--- src/rtl/reg_pipeline_pkg.sv ---
// ---------------------------------------------------------------------------
// reg_pipeline_pkg
//
// Purpose:
//     Shared definitions for the elastic register pipeline. Instantiators use
//     occ_width() to size the wire they connect to the occupancy port.
//
// Contents:
//     occ_width(depth) - bits needed to count 0..depth valid stages
//     WIDTH_MIN/MAX    - legal data width range
//     DEPTH_MIN/MAX    - legal stage count range
// ---------------------------------------------------------------------------
package reg_pipeline_pkg;

    localparam int WIDTH_MIN = 1;
    localparam int WIDTH_MAX = 64;
    localparam int DEPTH_MIN = 1;
    localparam int DEPTH_MAX = 16;

    // Width of a counter that must represent every value from 0 to depth
    // inclusive, so the full-pipeline count never wraps.
    function automatic int occ_width(input int depth);
        return $clog2(depth + 1);
    endfunction

endpackage

--- src/rtl/reg_pipeline_stage.sv ---
// ---------------------------------------------------------------------------
// pipe_stage
//
// Purpose:
//     One slot of the elastic pipeline: a data register plus a valid bit.
//     The slot loads from upstream whenever it is empty or its current
//     contents leave in the same cycle.
//
// Ports:
//     clk          - clock, all updates on the rising edge
//     reset        - synchronous active-high reset, highest priority
//     clear        - synchronous flush, loads CLEAR_VALUE and drops valid
//     up_valid     - the word offered from upstream is real data
//     up_data      - word offered from upstream
//     down_advance - the downstream slot (or the consumer) takes this
//                    slot's contents this cycle
//     valid        - slot holds a word
//     valid_next   - value valid will take on the next edge
//     data         - slot data register
// ---------------------------------------------------------------------------
module pipe_stage #(
    parameter int               WIDTH       = 8,
    parameter logic [WIDTH-1:0] RESET_VALUE = '0,
    parameter logic [WIDTH-1:0] CLEAR_VALUE = '0
) (
    input  logic             clk,
    input  logic             reset,
    input  logic             clear,
    input  logic             up_valid,
    input  logic [WIDTH-1:0] up_data,
    input  logic             down_advance,
    output logic             valid,
    output logic             valid_next,
    output logic [WIDTH-1:0] data
);

    logic advance;

    // An empty slot always accepts, which is what lets bubbles collapse
    // even while the consumer is stalled.
    assign advance = !valid || down_advance;

    // Next valid bit: reset and clear empty the slot, otherwise an
    // advancing slot takes whatever upstream offers (possibly nothing).
    always_comb begin
        valid_next = valid;
        if (reset || clear) begin
            valid_next = 1'b0;
        end else if (advance) begin
            valid_next = up_valid;
        end
    end

    // The data register only moves when a real word arrives, so an empty
    // slot keeps its last value instead of soaking up upstream garbage.
    always_ff @(posedge clk) begin
        valid <= valid_next;
        if (reset) begin
            data <= RESET_VALUE;
        end else if (clear) begin
            data <= CLEAR_VALUE;
        end else if (advance && up_valid) begin
            data <= up_data;
        end
    end

endmodule

--- src/rtl/reg_pipeline.sv ---
// ---------------------------------------------------------------------------
// reg_pipeline
//
// Purpose:
//     DEPTH-stage valid/ready register pipeline with bubble collapsing,
//     full-rate pass-through when full, synchronous clear and reset, and a
//     registered occupancy count.
//
// Ports:
//     clk       - clock
//     reset     - synchronous active-high reset (wins over clear/transfers)
//     clear     - synchronous flush of all stages
//     in_valid  - upstream word valid
//     in_ready  - pipeline accepts in_data this cycle
//     in_data   - upstream word
//     out_valid - last stage holds a word
//     out_ready - downstream accepts out_data
//     out_data  - last stage data register
//     occupancy - number of valid stages, registered
// ---------------------------------------------------------------------------
module reg_pipeline
    import reg_pipeline_pkg::*;
#(
    parameter int               WIDTH       = 8,
    parameter int               DEPTH       = 2,
    parameter logic [WIDTH-1:0] RESET_VALUE = '0,
    parameter logic [WIDTH-1:0] CLEAR_VALUE = '0
) (
    input  logic                         clk,
    input  logic                         reset,
    input  logic                         clear,
    input  logic                         in_valid,
    output logic                         in_ready,
    input  logic [WIDTH-1:0]             in_data,
    output logic                         out_valid,
    input  logic                         out_ready,
    output logic [WIDTH-1:0]             out_data,
    output logic [occ_width(DEPTH)-1:0]  occupancy
);

    localparam int OCC_W = occ_width(DEPTH);

    if (WIDTH < WIDTH_MIN || WIDTH > WIDTH_MAX) begin : g_bad_width
        $error("reg_pipeline: WIDTH %0d outside %0d..%0d", WIDTH, WIDTH_MIN, WIDTH_MAX);
    end
    if (DEPTH < DEPTH_MIN || DEPTH > DEPTH_MAX) begin : g_bad_depth
        $error("reg_pipeline: DEPTH %0d outside %0d..%0d", DEPTH, DEPTH_MIN, DEPTH_MAX);
    end

    logic [DEPTH-1:0] stage_valid;
    logic [DEPTH-1:0] stage_valid_next;
    logic [DEPTH-1:0] stage_adv;
    logic [WIDTH-1:0] stage_data [DEPTH];
    logic [OCC_W-1:0] occ_next;

    // Ready chain, resolved back to front in one process: a stage advances
    // if it is empty or the stage after it advances. The last stage's
    // "stage after" is the consumer. This is what makes in_ready depend
    // combinationally on out_ready.
    always_comb begin
        stage_adv = '0;
        stage_adv[DEPTH-1] = !stage_valid[DEPTH-1] || out_ready;
        for (int k = DEPTH - 2; k >= 0; k--) begin
            stage_adv[k] = !stage_valid[k] || stage_adv[k+1];
        end
    end

    assign in_ready = stage_adv[0] && !clear && !reset;

    for (genvar k = 0; k < DEPTH; k++) begin : g_stage
        logic             up_valid;
        logic [WIDTH-1:0] up_data;
        logic             down_advance;

        if (k == 0) begin : g_first
            assign up_valid = in_valid && in_ready;
            assign up_data  = in_data;
        end else begin : g_inner
            assign up_valid = stage_valid[k-1];
            assign up_data  = stage_data[k-1];
        end

        if (k == DEPTH - 1) begin : g_last
            assign down_advance = out_ready;
        end else begin : g_mid
            assign down_advance = stage_adv[k+1];
        end

        pipe_stage #(
            .WIDTH       (WIDTH),
            .RESET_VALUE (RESET_VALUE),
            .CLEAR_VALUE (CLEAR_VALUE)
        ) u_stage (
            .clk          (clk),
            .reset        (reset),
            .clear        (clear),
            .up_valid     (up_valid),
            .up_data      (up_data),
            .down_advance (down_advance),
            .valid        (stage_valid[k]),
            .valid_next   (stage_valid_next[k]),
            .data         (stage_data[k])
        );
    end

    assign out_valid = stage_valid[DEPTH-1];
    assign out_data  = stage_data[DEPTH-1];

    // Count the valid bits the stages are about to take, so the registered
    // occupancy lines up with the valid flops in the same cycle.
    always_comb begin
        occ_next = '0;
        for (int k = 0; k < DEPTH; k++) begin
            occ_next = occ_next + OCC_W'(stage_valid_next[k]);
        end
    end

    always_ff @(posedge clk) begin
        if (reset) begin
            occupancy <= '0;
        end else begin
            occupancy <= occ_next;
        end
    end

endmodule

--- config.mk ---
export PLATFORM = sky130hd
export DESIGN_NAME = reg_pipeline
export DESIGN_NICKNAME = d
export VERILOG_FILES = /design/src/rtl/reg_pipeline_pkg.sv /design/src/rtl/reg_pipeline_stage.sv /design/src/rtl/reg_pipeline.sv
export SDC_FILE = /design/constraint.sdc
export NUM_CORES = 1
export LEC_CHECK = 0
export BUFFER_PORTS_ARGS = -buffer_cell sky130_fd_sc_hd__buf_2
export CORE_MARGIN = 2
export CORE_UTILIZATION = 45
export DETAILED_ROUTE_END_ITERATION = 8
export PLACE_DENSITY = 0.78
export SYNTH_ARGS = -nofsm -noshare
export SYNTH_HDL_FRONTEND = slang
export SYNTH_HIERARCHICAL = 1
export SYNTH_SLANG_ARGS = --single-unit
export TNS_END_PERCENT = 10
--- constraint.sdc ---
create_clock -name clk -period 3.9 [get_ports clk]
set_input_delay 0 -clock clk [delete_from_list [all_inputs] [get_ports clk]]
set_output_delay 0 -clock clk [all_outputs]
set_load 0.03 [all_outputs]
Word-level counts from Yosys, hierarchy flattened --
Index checks and enable logic that the tools add are counted.
Storage, ports and cells: flip-flop bits (word level) 20, output and inout bits 12, word-level logic and storage cells 23
Cells by class: add/subtract/negate cells 1, muxes and demuxes 4, reduce and logical (&&, ||, !) cells 13
Operators with widths (count):
- $logic_and A1 B1 Y1 | 5
- $logic_not A1 Y1 | 4
- $mux W1 | 4
- $logic_or A1 B1 Y1 | 3
- $add A1 B1 Y2 | 1
- $reduce_or A2 Y1 | 1

Logic depth before layout (Yosys ltp) --
Gate-level depths: netlist (run 1).
depth after elaboration 9, mapped depth 6

Cells and area by module --
Netlist (run 1), hierarchy kept.
Modules (own cells, without submodules):
- pipe_stage | times used 2, cells an instance 39, area an instance 389.1 um^2, sequential area each 180.2 um^2
- reg_pipeline | times used 1, cells an instance 10, area an instance 98.8 um^2, sequential area each 40.0 um^2

Worst setup path after synthesis (run 1) --
No wires, ideal clock.
kind flip-flop to flip-flop, start register g_stage[1].u_stage.valid, end register occupancy[0], arrival time 1.368 ns, data required time 3.786 ns, setup slack 2.418 ns, stages on the path, launching flop included 5, path buffers 0, period minus slack after synthesis 1.482 ns, path through dfxtp_1 a31oi_1 o21a_1 ha_1 and2b_1
On the way: longest elaborated chain between the ends 9
Ends and longest elaborated chain:
- start: declaration | RTL line reg_pipeline_stage.sv:32 | output logic valid,
- start signal: assignment | RTL line reg_pipeline_stage.sv:57 | valid <= valid_next;
- $logic_not A1 Y1 | RTL line reg_pipeline.sv:62 | stage_adv[DEPTH-1] = !stage_valid[DEPTH-1] || out_ready;
- $logic_or A1 B1 Y1 | RTL line reg_pipeline.sv:62
- $logic_or A1 B1 Y1 | RTL line reg_pipeline.sv:64 | stage_adv[k] = !stage_valid[k] || stage_adv[k+1];
- $logic_and A1 B1 Y1 (2 in series) | RTL line reg_pipeline.sv:68 | assign in_ready = stage_adv[0] && !clear && !reset;
- $logic_and A1 B1 Y1 | RTL line reg_pipeline.sv:76 | assign up_valid = in_valid && in_ready;
- net g_stage[0].up_valid | RTL line reg_pipeline.sv:71 | logic up_valid;
- $mux W1 | RTL line reg_pipeline_stage.sv:49 | end else if (advance) begin
- $mux W1 | RTL line reg_pipeline_stage.sv:47 | if (reset || clear) begin
- net stage_valid_next[0] | RTL line reg_pipeline.sv:51 | logic [DEPTH-1:0] stage_valid_next;
- $add A1 B1 Y2 | RTL line reg_pipeline.sv:114 | occ_next = occ_next + OCC_W'(stage_valid_next[k]);
- net occ_next[0] | RTL line reg_pipeline.sv:54 | logic [OCC_W-1:0] occ_next;
- end signal: assignment | RTL line reg_pipeline.sv:122 | occupancy <= occ_next;
- end: declaration | RTL line reg_pipeline.sv:38 | output logic [occ_width(DEPTH)-1:0] occupancy
The timed path passes the listed nets, and every way through them passes these cells. A chain may end at the register's enable or synchronous reset.

Worst setup path in the final report (run 1) --
start register g_stage[0].u_stage.valid, end register occupancy[0]
On the way: longest elaborated chain between the ends 8
Ends and longest elaborated chain (RTL line):
- start: declaration | reg_pipeline_stage.sv:32
- start signal: assignment | reg_pipeline_stage.sv:57
- $logic_not A1 Y1 | reg_pipeline.sv:64
- $logic_or A1 B1 Y1 | reg_pipeline.sv:64
- $logic_and A1 B1 Y1 (2 in series) | reg_pipeline.sv:68
- $logic_and A1 B1 Y1 | reg_pipeline.sv:76
- net g_stage[0].up_valid | reg_pipeline.sv:71
- $mux W1 | reg_pipeline_stage.sv:49
- $mux W1 | reg_pipeline_stage.sv:47
- net stage_valid_next[0] | reg_pipeline.sv:51
- $add A1 B1 Y2 | reg_pipeline.sv:114
- net occ_next[0] | reg_pipeline.sv:54
The timed path passes the listed nets, and every way through them passes these cells.

==> summary.txt, run 1 <==
Floorplanning
  • Number of core rows: 15
  • Die area: 2320 µm²
  • Die X-Extent: 48.2 µm
  • IO Pins: 25
  • Die H: 48.2 µm
  • CORE AREA: 1780 µm²
  • Initial Util: 49.2%

Cells and area
  • Final net count: 135
  • Area growth, synth to finish: 23.8%
  • Sequential Area: 400 µm²
  • Commonest non-fill, non-tap cell in the layout: nand2_1
  • Area of the multi-input gates: 428 µm²
  • Finished Core Util: 60.9%
  • Fraction of layout cells with a size suffix above 1: 27.7%
  • Post-route insts no fill: 144
  • Most frequent cells in the layout: nand2_1 (33), buf_2 (24), dfxtp_1 (20), mux2i_1 (16), dlygate4sd3_1 (8)
  • Fillers: 165
  • Ant diodes: 0

Timing
  • Tmin final: 1440 ps
  • Worst-margin pin slew: 359 ps
  • Final slew viol count: 0
  • Slew margin rel.: 76.0%
  • Worst clock skew: 6.65 ps
  • Final WS setup: 2460 ps
  • Peak Freq: 695 MHz
  • RSZ-0062 raised after global routing: no
  • Final hold violations: 0
  • Tcrit/Tclk final: 36.9%
  • Fin Setup TNS: 0 ps
  • Count of final setup violators: 0

Worst setup path
  • Crit path launch type: flip-flop
  • Worst r2r path cells: 4
  • R2R Setup Slk: 2460 ps
  • CP Class: flip-flop to flip-flop
  • Crit path required time: 4090 ps
  • RR Endpoint: occupancy[0]$_SDFF_PP0_
  • Worst-path fanout max: 5
  • Reg-to-reg startpoint: g_stage[0].u_stage/valid$_DFF_P_
  • Worst Setup End Kind: flip-flop
  • CP Data Arrival Time: 1630 ps
  • Critical Path Start: g_stage[0].u_stage/valid$_DFF_P_

Clock network
  • TritonCTS buffer count: 3
  • Clock sink count: 20
  • CTS H-tree lvls: 1
  • Clock Pin Slew Worst Setup and Hold Paths: 100 ps
  • Root Buffer: clkbuf_4
  • Setup Buffers After CTS: 0
  • Skew-Pair Late Insertion Delay: 290 ps
  • CTS tree: done
  • Longest Clk Path Bufs: 2

Synthesis
  • Yosys warnings: 6
  • Syn avg cell area: 9.97 µm²
  • Number of synthesized register bits: 20
  • Syn nets: 102
  • Cell count after synthesis: 88
  • Post-Synthesis Cell Area: 877 µm²
  • Post-synth cell types: 14
  • Seq/Total Area, Yosys: 45.6%

Global route
  • Largest net degree at the start of global routing: 18
  • Vias in the first global route: 546
  • Initial antenna violation count: 0
  • Total GRT Usage: 14.3%
  • Overflow after GRT: 0
  • First-pass GRT wire length: 2.30 mm

Routing
  • Antenna viol nets, final: 0
  • Vias: 674
  • 1st-pass router iterations: 4
  • Via density: 4.68
  • DRC: 0
  • Avg WL per Cell: 10.3 µm
  • Total Wirelength: 1.49 mm
  • 1st-iter DRT viols: 9

Place
  • Pre-CTS setup slack: 2360 ps
  • Inst Count DP: 133
  • Hpwl dp: 1.11 mm
  • Routability cong.: 0.750
  • Port Buffers: 24

Worst hold path
  • Worst Hold Launch: reset
  • Hold endpoint: occupancy[0]$_SDFF_PP0_
  • Worst min path class: input port to flip-flop
  • Hold Crit Depth: 2

Power and ir drop
  • P per Cell Area: 304 nW/µm²
  • Worst ir drop on vdd: 0.135 mV
  • P_leak: 0.541 nW
  • Final Power: 0.000330 W

Outcome
  • Status: finished clean

Run
  • Max cap viols: 0
[power by group]
group | switching [W] | internal, W | total, W
clock | 0.0000559 | 0.0000358 | 0.0000917
combinational | 0.0000159 | 0.0000157 | 0.0000317
sequential | 0.00000111 | 0.000206 | 0.000207
[state kept, by name (all words and copies together) (netlist names)]
| signal | flops |
|---|---|
| g_stage.u_stage/data | 16 |
| g_stage.u_stage/valid | 2 |
| occupancy | 2 |
[worst max path at each step]
stage / slack (ps) / cells past startpoint / to
floorplan: 2420 / 4 / occupancy[0]$_SDFF_PP0_
global placement: 2430 / 6 / occupancy[0]$_SDFF_PP0_
detailed placement: 2360 / 6 / occupancy[0]$_SDFF_PP0_
CTS: 2460 / 4 / occupancy[0]$_SDFF_PP0_
global route: 2380 / 4 / occupancy[0]$_SDFF_PP0_
finish: 2460 / 4 / occupancy[0]$_SDFF_PP0_
[final cells by class]
cell class	instances	area share (%)
Multi-Input combinational cell	63	39.4
Sequential cell	20	36.9
Timing Repair Buffer	32	18.4
Tap cell	25	2.88
Clock buffer	3	2.07
Inverter	1	0.346
[critical path: stages, from the launching register on]
cell     delay [ps]
dfxtp_1         470
a31oi_1         200
o21a_1          250
ha_1            280
and2b_1         150
[cells by family after synthesis]
group	share of synthesized area, %
and+or+nand+nor	25.7
DFF	45.6
muxes	18.3
buffers and inverters	5.56
AOI/OAI and AO/OA	3.42
adders and majority gates	1.43
[through the flow]
step                area, µm²  hold WS [ps]
finish                   1090          80.4
global route             1090          86.1
CTS                      1090          75.2
detailed placement        983           249
global placement          983           244
floorplan                 877           112
[repair_timing]
item,in CTS,in global routing
endpoints found under the hold margin,8,0
hold buffers,8,0
gates resized for setup,0,0
[Yosys cell counts]
master,number,area share (%)
o21a_1,2,1.7
nand2b_4,2,3.1
a311oi_1,1,1.0
or3b_1,1,1.0
mux2i_1,16,18
nand2_1,33,14
ha_1,1,1.4
nor2_4,2,2.6
and2b_1,2,1.7
a31oi_1,1,0.71
dfxtp_1,20,46
nor2b_4,2,3.1
inv_1,1,0.43
buf_6,4,5.1
[layer usage]
layer	vias to the layer above	global-route usage, %	part of all wire, %
li1	351	-	-
met1	308	18.2	47
met2	13	22.9	48
met3	2	3.33	3.6
met4	0	6.49	1.0
met5	-	0	0
(Power assumes the default switching activity.)
==> run 2, diff against run 1 <==
--- a/config.mk
+++ b/config.mk
@@ -7,9 +7,9 @@
 export LEC_CHECK = 0
 export BUFFER_PORTS_ARGS = -buffer_cell sky130_fd_sc_hd__buf_2
 export CORE_MARGIN = 2
-export CORE_UTILIZATION = 45
+export CORE_UTILIZATION = 44
 export DETAILED_ROUTE_END_ITERATION = 8
-export PLACE_DENSITY = 0.78
+export PLACE_DENSITY = 0.79
 export SYNTH_ARGS = -nofsm -noshare
 export SYNTH_HDL_FRONTEND = slang
 export SYNTH_HIERARCHICAL = 1
==> constraint.sdc (replaced) <==
create_clock -name clk -period 1.2 [get_ports clk]
set_input_delay 0 -clock clk [delete_from_list [all_inputs] [get_ports clk]]
set_output_delay 0 -clock clk [all_outputs]
set_load 0.03 [all_outputs]
==> summary.txt, run 2 (synthesis results as in run 1) <==
Routing
  • DRC: 0
  • Total Wirelength: 1.60 mm
  • Avg WL per Cell: 10.4 µm
  • Via density: 4.48
  • 1st-iter DRT viols: 5
  • Antenna viol nets, final: 0
  • 1st-pass router iterations: 4
  • Vias: 685

Worst setup path
  • Worst-path fanout max: 5
  • R2R Setup Slk: -40 ps
  • Top delay family on crit path: flip-flops
  • Slowest CP cell: dfxtp_4
  • CP Data Arrival Time: 1450 ps
  • CP Class: flip-flop to flip-flop
  • WP buf/inv: 0
  • CP peak stage delay: 390 ps
  • Crit-path cells: nor2b_4 > o21a_1 > ha_1 > and2b_1
  • Crit path required time: 1400 ps
  • Crit path launch type: flip-flop
  • Worst Setup End Kind: flip-flop

Timing
  • Fin Setup TNS: -41.3 ps
  • Peak Freq: 806 MHz
  • RSZ-0062 raised after global routing: yes
  • Final slew viol count: 0
  • Worst-margin pin slew: 218 ps
  • Tmin final: 1240 ps
  • Worst hold slack: 88.5 ps
  • Tcrit/Tclk final: 103%
  • Slew margin rel.: 85.4%
  • Worst clock skew: 3.25 ps
  • Final WS setup: -41.3 ps
  • Count of final setup violators: 1
  • Final hold violations: 0

Global route
  • Overflow after GRT: 0
  • Initial antenna violation count: 0
  • Largest net degree at the start of global routing: 17
  • Total GRT Usage: 15.4%
  • First-pass GRT wire length: 2.77 mm
  • Vias in the first global route: 612

Clock network
  • Longest Clk Path Bufs: 2
  • Skew-Pair Late Insertion Delay: 300 ps
  • Clock Pin Slew Worst Setup and Hold Paths: 110 ps
  • Root Buffer: clkbuf_4
  • CTS H-tree lvls: 1
  • Clock sink count: 20
  • CTS tree: done
  • TritonCTS buffer count: 3

Cells and area
  • Finished Core Util: 62.0%
  • Top reg by flops: g_stage.u_stage/data
  • Commonest non-fill, non-tap cell in the layout: nand2_1
  • Largest regs: g_stage.u_stage/data: 16 flops, g_stage.u_stage/valid: 2 flops, occupancy: 2 flops
  • Ant diodes: 0
  • Final net count: 141
  • Most frequent cells in the layout: nand2_1 (32), buf_2 (23), dfxtp_1 (18), mux2i_1 (16), dlygate4sd3_1 (8)
  • Area growth, synth to finish: 35.8%
  • Max reg flops: 16
  • Fraction of layout cells with a size suffix above 1: 34.9%

Floorplanning
  • Die area: 2370 µm²
  • Number of core rows: 16
  • IO Pins: 25
  • Initial Util: 45.6%
  • Die H: 48.6 µm
  • CORE AREA: 1920 µm²
  • Die X-Extent: 48.6 µm

Power and ir drop
  • P_leak: 0.595 nW
  • Worst ir drop on vdd: 0.540 mV
  • P per Cell Area: 1050 nW/µm²

Worst hold path
  • Worst min path class: input port to flip-flop

Place
  • Hpwl dp: 1.19 mm
  • Pre-CTS setup slack: -115 ps
  • Routability cong.: 0.705
  • Port Buffers: 24

Outcome
  • Status: finished with violations
  • Failing checks: negative setup slack

Run
  • Max cap viols: 0
==> run 2: cell count changes in the layout (fill, tap and decap cells not counted), sizes merged <==
| cell | delta |
|---|---|
| buf | +6 |
| clkbuf | +1 |
==> run 2: area by class of cell <==
class,instances,area [µm²]
well taps,27,33.8
fillers,169,731
clock buffers,4,47.5
multi-input cells,63,450
flip-flops and latches,20,408
inverters,1,3.75
repair buffers,38,248
==> run 2: repair_timing <==
action	in CTS	in global routing
setup buffers	0	0
resized for setup	1	2
endpoints found under the hold margin	8	0
hold buffers	8	0
setup endpoints to repair	1	2
pin swaps	0	1
==> run 2: tightest hold or removal path: cells and delay by family <==
family                 cells  cell delay [ps]
AOI/OAI and AO/OA          1              180
buffers and inverters      1              120
and+or+nand+nor            1               50
==> run 2: worst paths after layout <==
kind,to,start,depth (start not counted)
setup / recovery,occupancy[0]$_SDFF_PP0_,g_stage[1].u_stage/valid$_DFF_P_,4
hold / removal,g_stage[1].u_stage/valid$_DFF_P_,out_ready,3
setup reg to reg,occupancy[0]$_SDFF_PP0_,g_stage[1].u_stage/valid$_DFF_P_,4
hold reg to reg,g_stage[1].u_stage/data[1]$_SDFFE_PP0P_,g_stage[1].u_stage/data[1]$_SDFFE_PP0P_,2
==> run 2: where the power goes <==
part	switching [W]	internal [W]
Clock	0.000199	0.000254
Combinational	0.0000586	0.0000642
Sequential	0.00000371	0.000665
==> run 2: metal layers <==
metal	routed length (µm)	global-route usage, %	vias to the layer above
li1	-	-	365
met1	754	19.8	301
met2	746	24.2	15
met3	51	2.16	4
met4	44	10.0	0
met5	0	0	-
==> run 2: per-stage QoR <==
stage               total power [W]  std cells  cell area, µm²
floorplan                  0.000747         88             900
detailed placement         0.000786        141            1050
CTS                         0.00126        153            1190
finish                      0.00124        153            1190
global placement           0.000783        141            1050
global route                0.00129        153            1190
